File: config.mk
export PLATFORM = sky130hd
export DESIGN_NAME = uart_rx_os
export DESIGN_NICKNAME = d
export VERILOG_FILES = /design/src/rtl/uart_rx_os.sv
export SDC_FILE = /design/constraint.sdc
export NUM_CORES = 1
export LEC_CHECK = 0
export CAP_MARGIN = 20
export CORE_ASPECT_RATIO = 1.5
export CORE_MARGIN = 4
export CORE_UTILIZATION = 30
export CTS_BUF_LIST = sky130_fd_sc_hd__clkbuf_2
export DETAILED_ROUTE_END_ITERATION = 12
export GPL_ROUTABILITY_DRIVEN = 0
export PLACE_DENSITY = 0.56
export SETUP_SLACK_MARGIN = 0.1
export SLEW_MARGIN = 20
export SYNTH_ARGS = -nofsm -noshare
export SYNTH_HDL_FRONTEND = slang
export SYNTH_SLANG_ARGS = --single-unit
File: constraint.sdc
create_clock -name clk -period 3.1 [get_ports clk]
set_clock_uncertainty 0.15 [all_clocks]
set_input_delay 0.62 -clock clk [delete_from_list [all_inputs] [get_ports clk]]
set_output_delay 0.62 -clock clk [all_outputs]
set_load 0.02 [all_outputs]
File: src/rtl/uart_rx_os.sv
// Oversampling UART receiver: 3-sample majority vote per bit, parity/framing/break
// detection, and a show-ahead FIFO of received words drained over valid/ready.
module uart_rx_os #(
  parameter int unsigned DATA_BITS  = 8,
  parameter int unsigned PARITY     = 0,
  parameter int unsigned STOP_BITS  = 1,
  parameter int unsigned OVERSAMPLE = 16,
  parameter int unsigned FIFO_DEPTH = 4
) (
  input  logic                          clk,
  input  logic                          rst,
  input  logic                          rx,
  input  logic                          os_tick,
  output logic [DATA_BITS-1:0]          m_data,
  output logic                          m_frame_err,
  output logic                          m_parity_err,
  output logic                          m_valid,
  input  logic                          m_ready,
  output logic [$clog2(FIFO_DEPTH):0]   level,
  output logic                          overrun,
  output logic                          break_det
);

  localparam int unsigned M  = OVERSAMPLE / 2;
  localparam int unsigned CW = $clog2(OVERSAMPLE);
  localparam int unsigned BW = $clog2(DATA_BITS);
  localparam int unsigned AW = $clog2(FIFO_DEPTH);
  localparam int unsigned WW = DATA_BITS + 2;

  localparam logic [CW-1:0] C_ONE  = CW'(1);
  localparam logic [CW-1:0] C_S0   = CW'(M - 1);
  localparam logic [CW-1:0] C_S1   = CW'(M);
  localparam logic [CW-1:0] C_VOTE = CW'(M + 1);
  localparam logic [CW-1:0] C_END  = CW'(OVERSAMPLE - 1);
  localparam logic [BW-1:0] C_LAST = BW'(DATA_BITS - 1);
  localparam logic [BW-1:0] C_BINC = BW'(1);
  localparam logic [AW-1:0] C_PINC = AW'(1);
  localparam logic [AW:0]   C_LINC = (AW+1)'(1);
  localparam logic [AW:0]   C_FULL = (AW+1)'(FIFO_DEPTH);
  localparam bit            TWO_STOP = (STOP_BITS == 2);

  typedef enum logic [2:0] {
    S_IDLE,
    S_START,
    S_DATA,
    S_PAR,
    S_STOP,
    S_BRK
  } state_t;

  // Input synchroniser
  logic r_sync1, r_sync2;
  logic w_rx_i;

  always_ff @(posedge clk) begin
    if (rst) begin
      r_sync1 <= 1'b1;
      r_sync2 <= 1'b1;
    end else begin
      r_sync1 <= rx;
      r_sync2 <= r_sync1;
    end
  end

  assign w_rx_i = r_sync2;

  // Receiver state
  state_t                 r_state, w_state_n;
  logic [CW-1:0]          r_cnt, w_cnt_n;
  logic [BW-1:0]          r_bit_idx, w_bit_idx_n;
  logic [DATA_BITS-1:0]   r_shift, w_shift_n;
  logic                   r_pbit, w_pbit_n;
  logic                   r_perr, w_perr_n;
  logic                   r_ferr, w_ferr_n;
  logic                   r_stop_idx, w_stop_idx_n;
  logic                   r_s0, r_s1;

  logic                   w_vote;
  logic [CW-1:0]          w_cnt_inc;
  logic                   w_at_vote;
  logic                   w_bit_end;
  logic                   w_stop_final;
  logic                   w_par_x;
  logic                   w_push;
  logic                   w_push_ferr;
  logic                   w_push_brk;

  assign w_vote       = (r_s0 & r_s1) | (r_s0 & w_rx_i) | (r_s1 & w_rx_i);
  assign w_bit_end    = (r_cnt == C_END);
  assign w_at_vote    = (r_cnt == C_VOTE);
  assign w_cnt_inc    = w_bit_end ? '0 : r_cnt + C_ONE;
  assign w_stop_final = !TWO_STOP || r_stop_idx;
  assign w_par_x      = (^r_shift) ^ w_vote;

  // The first two votes are latched; the third is the live line value at cnt=M+1.
  always_ff @(posedge clk) begin
    if (rst) begin
      r_s0 <= 1'b1;
      r_s1 <= 1'b1;
    end else if (os_tick) begin
      if (r_cnt == C_S0) r_s0 <= w_rx_i;
      if (r_cnt == C_S1) r_s1 <= w_rx_i;
    end
  end

  always_ff @(posedge clk) begin
    if (rst) begin
      r_state    <= S_IDLE;
      r_cnt      <= '0;
      r_bit_idx  <= '0;
      r_shift    <= '0;
      r_pbit     <= 1'b0;
      r_perr     <= 1'b0;
      r_ferr     <= 1'b0;
      r_stop_idx <= 1'b0;
    end else begin
      r_state    <= w_state_n;
      r_cnt      <= w_cnt_n;
      r_bit_idx  <= w_bit_idx_n;
      r_shift    <= w_shift_n;
      r_pbit     <= w_pbit_n;
      r_perr     <= w_perr_n;
      r_ferr     <= w_ferr_n;
      r_stop_idx <= w_stop_idx_n;
    end
  end

  always_comb begin
    w_state_n    = r_state;
    w_cnt_n      = r_cnt;
    w_bit_idx_n  = r_bit_idx;
    w_shift_n    = r_shift;
    w_pbit_n     = r_pbit;
    w_perr_n     = r_perr;
    w_ferr_n     = r_ferr;
    w_stop_idx_n = r_stop_idx;
    w_push       = 1'b0;
    w_push_ferr  = 1'b0;
    w_push_brk   = 1'b0;

    if (os_tick) begin
      case (r_state)
        S_IDLE: begin
          if (!w_rx_i) begin
            w_state_n    = S_START;
            w_cnt_n      = C_ONE;
            w_bit_idx_n  = '0;
            w_pbit_n     = 1'b0;
            w_perr_n     = 1'b0;
            w_ferr_n     = 1'b0;
            w_stop_idx_n = 1'b0;
          end
        end

        S_START: begin
          w_cnt_n = w_cnt_inc;
          if (w_at_vote && w_vote) begin
            w_state_n = S_IDLE;
            w_cnt_n   = '0;
          end else if (w_bit_end) begin
            w_state_n   = S_DATA;
            w_bit_idx_n = '0;
          end
        end

        S_DATA: begin
          w_cnt_n = w_cnt_inc;
          if (w_at_vote) w_shift_n = {w_vote, r_shift[DATA_BITS-1:1]};
          if (w_bit_end) begin
            if (r_bit_idx == C_LAST) w_state_n = (PARITY != 0) ? S_PAR : S_STOP;
            else                     w_bit_idx_n = r_bit_idx + C_BINC;
          end
        end

        S_PAR: begin
          w_cnt_n = w_cnt_inc;
          if (w_at_vote) begin
            w_pbit_n = w_vote;
            w_perr_n = (PARITY == 2) ? w_par_x : ~w_par_x;
          end
          if (w_bit_end) w_state_n = S_STOP;
        end

        S_STOP: begin
          w_cnt_n = w_cnt_inc;
          if (w_at_vote) begin
            if (w_stop_final) begin
              // Final stop ends at the vote so the next start edge is not missed.
              w_push      = 1'b1;
              w_push_ferr = r_ferr | ~w_vote;
              w_push_brk  = (r_shift == '0) && !r_pbit && !w_vote;
              w_state_n   = w_push_brk ? S_BRK : S_IDLE;
              w_cnt_n     = '0;
            end else begin
              w_ferr_n = ~w_vote;
            end
          end else if (w_bit_end) begin
            w_stop_idx_n = 1'b1;
          end
        end

        S_BRK: begin
          w_cnt_n = '0;
          if (w_rx_i) w_state_n = S_IDLE;
        end

        default: begin
          w_state_n = S_IDLE;
          w_cnt_n   = '0;
        end
      endcase
    end
  end

  // Show-ahead word FIFO: {parity_err, frame_err, data}
  logic [WW-1:0] r_mem [FIFO_DEPTH];
  logic [AW-1:0] r_wr, r_rd;
  logic [AW:0]   r_level;
  logic          r_overrun, r_break;
  logic          w_pop;
  logic          w_wr_en;
  logic [WW-1:0] w_head;

  assign m_valid = (r_level != '0);
  assign w_pop   = m_valid && m_ready;
  assign w_wr_en = w_push && ((r_level != C_FULL) || w_pop);
  assign w_head  = r_mem[r_rd];

  always_ff @(posedge clk) begin
    if (w_wr_en) r_mem[r_wr] <= {r_perr, w_push_ferr, r_shift};
  end

  always_ff @(posedge clk) begin
    if (rst) begin
      r_wr      <= '0;
      r_rd      <= '0;
      r_level   <= '0;
      r_overrun <= 1'b0;
      r_break   <= 1'b0;
    end else begin
      if (w_wr_en) r_wr <= r_wr + C_PINC;
      if (w_pop)   r_rd <= r_rd + C_PINC;
      case ({w_wr_en, w_pop})
        2'b10:   r_level <= r_level + C_LINC;
        2'b01:   r_level <= r_level - C_LINC;
        default: r_level <= r_level;
      endcase
      r_overrun <= w_push && !w_wr_en;
      r_break   <= w_push_brk;
    end
  end

  assign m_data       = m_valid ? w_head[DATA_BITS-1:0] : '0;
  assign m_frame_err  = m_valid & w_head[DATA_BITS];
  assign m_parity_err = m_valid & w_head[DATA_BITS+1];
  assign level        = r_level;
  assign overrun      = r_overrun;
  assign break_det    = r_break;

endmodule

==> metrics.csv <==
stage;metric;value;unit
critical_path;worst path buffer plus inverter count;2;
timing;RSZ-0062 raised after global routing;no;
power_and_ir_drop;P_leak;1.40;nW
timing;Final Slew Violations;0;
cts;worst-case clock buffer depth;2;
drt;Vias per Instance;4.70;
synth;synthesized cell area;3400;sq um
timing;max_slew headroom;63.0;%
critical_path;reg-to-reg startpoint;r_state[0]$_SDFFE_PP0P_;
critical_path;Largest stage delay, worst path;520;ps
cells_and_area;share of cells above drive strength 1;14.3;%
grt;first-pass GRT wire length;10.2;mm
floorplan;Initial Util;30.8;%
timing;final worst setup slack;275;ps
drt;WL final;6.07;mm
cts;CTS tree;built;
floorplan;DIE AREA;13200;sq um
timing;Final setup viols;0;
synth;Yosys reg bits;75;
grt;gr usage total;9.92;%
floorplan;row cnt;47;
floorplan;Die W;95.0;um
placement;dpl cell area;3790;sq um
floorplan;I/O pins;21;
critical_path;WS Path Type;flop to primary output;
synth;Syn Nets;309;
cells_and_area;fin area;3890;sq um
grt;antenna violations before repair;0;
grt;total gr overflow;0;
synth;Top FF cell, synth;edfxtp_1;
cells_and_area;area grow syn2layout;14.3;%
timing;Tightest Pin Transition;551;ps
synth;synthesized area per cell;11.7;sq um
cts;clock tree sinks;75;
synth;Post-synth EDFFs;40;
cells_and_area;fill count;1122;
floorplan;CORE AREA;11100;sq um
drt;Final ANT Viol Nets;0;
drt;mean routed wirelength per cell;13.0;um
critical_path;CP arrival;2050;ps
critical_path;r2r setup slk;700;ps
drt;DR iter-0 viols;101;
cts;Clock Pin Slew Worst Setup and Hold Paths;210;ps
critical_path;CP max-delay cell;mux4_2;
critical_path;crit-path leading delay family;multiplexers;
drt;drt drc;0;
hold_path;Hold Crit Depth;1;
grt;largest net degree at the start of global routing;35;
cts;CTS Buf Count;9;
placement;hpwl dp;4.38;mm
hold_path;Worst Hold Endpoint;r_sync2$_SDFF_PP1_;
synth;Synth cell types;50;
timing;Tmin final;2820;ps
synth;Mapped Cells;290;
status;status;completed;
critical_path;crit-path cells;buf_6, mux4_2, and2_1, dlygate4sd2_1;
cts;clk root buf;clkbuf_2;
hold_path;Hold Path Class;flop to flop;
power_and_ir_drop;PD cells;424;nW/um^2
synth;ys async rst share;0;%
cts;CTS Hold Bufs;0;
cells_and_area;n_diodes;0;
power_and_ir_drop;maximum vdd drop;0.000136;V
timing;final setup TNS;0;ps
placement;DP Cell Count;452;
critical_path;Worst EP required;2330;ps
placement;number of port buffers;20;
cts;Clk Latency, worst-skew pair;520;ps
critical_path;Max FO, Critical Path;10;
synth;register area share after synthesis;55.9;%
grt;vias in the first global route;2137;
timing;Final Hold Viols;0;
drt;first drt pass iteration count;4;
floorplan;Die Span Y;138;um
cells_and_area;fin cells;468;
synth;Ys Warns;0;
placement;dpl ws;286;ps
drt;via count;2200;
critical_path;reg2reg end;level[2]$_SDFFE_PP0P_;
timing;post-route clock period utilization;91.1;%
job;maxcap violations;0;
timing;Max Clock Freq;354;MHz
hold_path;hold path start;r_sync1$_SDFF_PP1_;
power_and_ir_drop;power consumption;1.65;mW
cts;H-tree depth;3;
cells_and_area;NumNets Final;335;
critical_path;Setup crit start kind;flop;
critical_path;r2r worst-path depth;7;
critical_path;CP Capture Type;primary output;
## power breakdown
group / leakage, nW / switching (mW) / total [mW] / internal (mW)
sequential: 0.710 / 0.0167 / 1.06 / 1.04
combinational: 0.629 / 0.0520 / 0.0952 / 0.0432
clock: 0.0610 / 0.374 / 0.494 / 0.120
total: 1.40 / 0.443 / 1.65 / 1.21
## flip-flops by register name, indices dropped and copies added, names as in the netlist, named ones only
name	count
r_sync2	1
r_perr	1
r_bit_idx	3
r_cnt	4
r_pbit	1
r_mem	40
r_rd	2
r_s0	1
r_wr	2
level	3
break_det	1
r_shift	8
r_s1	1
r_state	3
r_sync1	1
overrun	1
## metal layers
metal / up-vias / GRT usage, % / part of all wire, %
met3: 11 / 2.93 / 3.4
met5: - / 0 / 0
met1: 1068 / 11.4 / 42
met4: 0 / 4.18 / 2.0
li1: 1089 / - / -
met2: 32 / 16.8 / 52
## cell families (layout without fill, tap and decap cells)
family	Yosys count	after routing	synth area share, %
xor gates and xnor gates	8	8	2.06
AOI/OAI and AO/OA	48	48	8.78
and+or+nand+nor	96	96	15.4
buffers and inverters	34	65	4.37
muxes	14	14	7.83
adders and majority gates	15	15	5.70
DFF	75	75	55.9
## worst max-delay path by stage
stage / startpoint / end / cells past startpoint
2_1_floorplan: level[0]$_SDFFE_PP0P_ / level[2]$_SDFFE_PP0P_ / 7
3_3_place_gp: os_tick / level[2]$_SDFFE_PP0P_ / 8
3_5_place_dp: os_tick / level[2]$_SDFFE_PP0P_ / 8
4_1_cts: flop / m_data[5] / 4
5_1_grt: flop / m_data[0] / 4
6_report: flop / m_data[5] / 4
## per-stage QoR
step	hold WS [ps]	utilization, %
3_5_place_dp	251	34.3
4_1_cts	298	35.2
2_1_floorplan	239	-
3_3_place_gp	243	34.3
5_1_grt	318	35.2
6_report	291	35.2
## cell type report
class                   instances  area [sq um]  share of cell area [%]
multi-input cells             181          1360                    34.9
flip-flops and latches         75          1900                    48.9
repair buffers                 31           274                    7.04
clock inverters                 7          61.3                    1.58
clock buffers                   9          45.0                    1.16
well taps                     147           184                    4.73
inverters                      18          67.6                    1.74
## timing repair
action	4_1_cts	5_1_grt
gates resized for setup	12	0
setup buffers	0	0
setup endpoints to repair	11	0
## cell usage in the layout, fill, tap and decap left out, types with 3 or more instances in the layout
master and instances:
mux4_2 10, xor2_1 3, edfxtp_1 40, dlygate4sd2_1 10
clkbuf_2 9, a211o_1 5, ha_1 13, or2_1 3
buf_4 10, nand3_1 10, or2_2 3, dfxtp_1 35
inv_1 18, nand4b_1 4, or3_1 3, o21ai_0 14
nand2_1 17, mux2i_1 3, xnor2_1 5, a21oi_1 18
and2_1 16, nor2_1 22, clkdlybuf4s50_1 10
## synth_stat cells, types with 2 or more instances
cell	instances	area, sq um
xor2_1	3	26.3
buf_2	5	25.0
or3_1	4	25.0
buf_6	2	22.5
nand3_1	10	50.1
nand2_1	17	63.8
mux2i_1	3	30.0
or2_1	3	18.8
nand4b_1	4	35.0
xnor2_1	5	43.8
mux4_2	10	225
inv_1	18	67.6
nor3_1	2	10.0
a211o_1	5	43.8
or2_2	3	18.8
a21oi_1	18	90.1
ha_1	13	163
dfxtp_1	35	701
and2_1	16	100
edfxtp_1	40	1200
o21ai_0	14	70.1
a211oi_1	2	15.0
nor4_1	2	12.5
nor2_1	22	82.6
and3_1	2	12.5
clkbuf_1	8	30.0
## worst reg2reg max path, cell delays in order, from the launching register on
cell,delay [ps]
dfxtp_1,630
or3b_4,240
or2_1,120
nand3_1,90
fa_1,400
or3_1,400
a31oi_1,200
a21oi_1,80
Power figures use the tool's default switching activity.
==> RTL change 1: new RTL, same settings <==
`FIFO_DEPTH`: 4 -> 8.
--- a/src/rtl/uart_rx_os.sv
+++ b/src/rtl/uart_rx_os.sv
@@ -5,7 +5,7 @@
   parameter int unsigned PARITY     = 0,
   parameter int unsigned STOP_BITS  = 1,
   parameter int unsigned OVERSAMPLE = 16,
-  parameter int unsigned FIFO_DEPTH = 4
+  parameter int unsigned FIFO_DEPTH = 8
 ) (
   input  logic                          clk,
   input  logic                          rst,
Ports: changed (resized level); port bits go from 21 to 22. The function was not compared with the original's and may differ.
==> RTL change 1 against the original RTL <==
  * Sequential cell count is 44 higher
  * Fmax is 3.8% lower
  * Critical endpoint unchanged
  * Synthesized cell count is 30% higher
  * Wire length is 81% higher
  * Critical path type unchanged
  * Setup slack worse by 110 ps
  * Critical path depth is 2 higher
  * Synthesized area is 53% higher
  * Core utilization is 0.82 points higher
  * Final area is 57% higher
  * Register-to-register slack worse by 290 ps
  * Total power is 90% higher
  * Via count is 43% higher
==> RTL change 1: results (changes against the original RTL) <==
Status: finished, final reports clean
Dpl cells: 611 (+35%)
DIE WIDTH: 115.7 um (+22%)
Initial antenna violation count: 1 (+1)
Vias/cell: 4.838 (+2.9%)
Post-synth cell types: 63 (+26%)
Post-detail-place hpwl: 7.463 mm (+71%)
Seq area share: 0.5235 (+0.03493)
Post-synthesis compound-gate area fraction: 0.07714 (-0.01069)
Overall global routing resource usage: 0.1201 (+0.02087)
#FFs+latches synth: 119 (+59%)
Layout Utilization: 0.3603 (+0.008211)
DR WL met3: 285 um (+36%)
Signal inverters: 17 (-1)
Clk_lat worst skew: 630 ps (+110 ps)
Synthesized net count: 397 (+28%)
Top cells by count, synth: edfxtp_1 (80), dfxtp_1 (39), nand2_1 (30)
P_leak: 0.002175 uW (+55%)
IO Port Bufs: 21 (+5.0%)
Place WS: 69.80 ps (-216.7 ps)
Met2 Use GR: 0.2245 (+0.05614)
Synth Area in XOR/XNOR: 0.01845 (-0.002133)
Clock transition at path regs: 180 ps (-30 ps)
Adder-Cell Fraction of Synth Area: 0.03713 (-0.01983)
CP Data Arrival Time: 2170 ps (+120 ps)
Met1 wire length: 4.327 mm (+68%)
H-tree depth: 4 (+1)
DR WL/cell: 16.94 um (+31%)
Multiplexer area fraction after synthesis: 0.1121 (+0.03384)
Share of cells above drive strength 1: 0.2700 (+0.1267)
Met2 Routed Length: 6.192 mm (+96%)
Post-synth EDFFs: 80 (+100%)
Post-synthesis sequential area ratio: 0.6095 (+0.05087)
TritonCTS Buffers: 17 (+8)
M1 GR Usage: 0.1273 (+0.01323)
Top cells by area, synth: edfxtp_1 (46%), dfxtp_1 (15%), mux4_2 (8.6%), ha_1 (3.1%), mux2i_1 (2.3%)
CP Max Fanout: 5 (-5)
Multi-input gates: 224 (+24%)
DR iter-0 viols: 143 (+42%)
Area of the multi-input gates: 1896 um^2 (+40%)
Cell Area, Placed: 5754 um^2 (+52%)
Layout fillers: 1613 (+44%)
CLK BUF: 21 (+12)
Fin nets: 443 (+32%)
Number of global-route vias before repair: 3378 (+58%)
Fin cells: 648 (+38%)
Worst-Margin Slew: 587.6 ps (+36.77 ps)
Slowest stage delay, CP: 490 ps (-30 ps)
-- RTL change 1: power by group through the flow --
| stage | registers, uW | logic, uW | clock network, uW |
|---|---|---|---|
| final | 1720 | 431 | 988 |
| after global routing | 1720 | 469 | 1100 |
| after CTS | 1720 | 462 | 1030 |
| after detailed placement | 1750 | 377 | 0 |
| after global placement | 1750 | 373 | 0 |
| after floorplan | 1750 | 242 | 0 |
-- RTL change 1: worst paths after layout --
| check | from | end | slack (ps) | cells past startpoint |
|---|---|---|---|---|
| worst min register to register | r_sync1 | r_sync2 | 280 | 1 |
| worst min-delay path | r_sync1 | r_sync2 | 280 | 1 |
| worst max-delay path | flip-flop | m_data[5] | 160 | 6 |
| worst max register to register | r_cnt[1] | level[3] | 410 | 10 |
-- RTL change 1: what timing repair did --
| action | CTS | global route |
|---|---|---|
| setup endpoints to repair | 11 | 10 |
| pin swaps | 1 | 9 |
| buffers inserted | 2 | 0 |
| cloned | 3 | 0 |
| resized for setup | 62 | 1 |
==> RTL change 2: new RTL, same flow settings <==
Made on the original files. Register the output `m_parity_err`, with the module's reset; this adds one clock of latency there. The other outputs are not delayed to match.
--- a/src/rtl/uart_rx_os.sv
+++ b/src/rtl/uart_rx_os.sv
@@ -252,7 +252,13 @@
 
   assign m_data       = m_valid ? w_head[DATA_BITS-1:0] : '0;
   assign m_frame_err  = m_valid & w_head[DATA_BITS];
-  assign m_parity_err = m_valid & w_head[DATA_BITS+1];
+  always_ff @(posedge clk) begin
+    if (rst) begin
+      m_parity_err <= '0;
+    end else begin
+      m_parity_err <= m_valid & w_head[DATA_BITS+1];
+    end
+  end
   assign level        = r_level;
   assign overrun      = r_overrun;
   assign break_det    = r_break;
Function: no difference found for any inputs over 10 cycles, from zero or initial values and one cycle with rst high; that may be too few to reach the edited logic, so the function may still have changed.
==> RTL change 2 against the original RTL <==
  * Setup slack got worse by 27 ps
  * Critical endpoint is now m_data[7]
  * Wire length increased by 6.1%
  * Total power up 3.9%
  * Final area is 1.1% higher
  * Sequential cell count up 1
  * Synthesized area up 0.77%
  * Fmax fell by 0.96%
  * Count of clock-buffer cells in the layout is 2 higher
  * Final cell count up 0.64%
==> RTL change 2: results (changes against the original RTL) <==
Synthesized net count: 313 (+1.3%)
Register-to-Register Path Depth: 9 (+2)
Clock power frac: 0.319 (+0.020)
Fin nets: 338 (+0.90%)
Overall global routing resource usage: 0.1079 (+0.008703)
Reg2Reg Launch Point: r_cnt[1]
Upper clock frequency limit: 0.3506 GHz (-0.96%)
Adder-Cell Fraction of Synth Area: 0.05653 (-0.0004363)
Routed wire length: 6.434 mm (+6.1%)
Area of the multi-input gates: 1366 um^2 (+0.55%)
Hold slack: 286.4 ps (-4.230 ps)
Met1 wire length: 2.672 mm (+3.7%)
GRT met3 Usage: 0.03800 (+0.008654)
Met2 Use GR: 0.1779 (+0.009524)
Status: finished, final reports clean
M1 GR Usage: 0.1250 (+0.01087)
Dpl cells: 455 (+0.66%)
DR iter-0 viols: 96 (-5.0%)
Post-synth cell types: 49 (-2.0%)
Met2 Routed Length: 3.347 mm (+5.9%)
Largest net degree at the start of global routing: 16 (-54%)
Vias post-DR: 2236 (+1.6%)
CP Data Arrival Time: 2080 ps (+30 ps)
Max IR drop VDD: 0.0002250 V (+66%)
Multiplexer area fraction after synthesis: 0.07403 (-0.004246)
Post-detail-place hpwl: 4.612 mm (+5.4%)
Post-synthesis sequential area ratio: 0.5602 (+0.001557)
Switching fraction of total power: 0.2455 (-0.02305)
CP Max Fanout: 12 (+2)
Reg2Reg Setup Slack: 680 ps (-20 ps)
Max_slew headroom: 0.5001 (-0.1295)
## RTL change 2: layout make-up
type	instances	share of cell area
Tap cell	147	0.04676
Sequential cell	76	0.4889
Clock buffer	11	0.01399
Clock inverter	5	0.01590
Timing Repair Buffer	30	0.06902
Multi-Input combinational cell	183	0.3473
Inverter	19	0.01813
## RTL change 2: worst max-delay path by stage
| stage | from | endpoint | cells past startpoint |
|---|---|---|---|
| 2_1_floorplan | level[0] | level[2] | 8 |
| 3_3_place_gp | os_tick | level[2] | 8 |
| 3_5_place_dp | os_tick | level[2] | 8 |
| 4_1_cts | flip-flop | m_data[5] | 4 |
| 5_1_grt | flip-flop | m_data[6] | 4 |
| 6_report | flip-flop | m_data[7] | 4 |
## RTL change 2: what timing repair did
item / in CTS / in global routing
setup endpoints to repair: 10 / 2
gates cloned: 0 / 0
resized for setup: 11 / 3
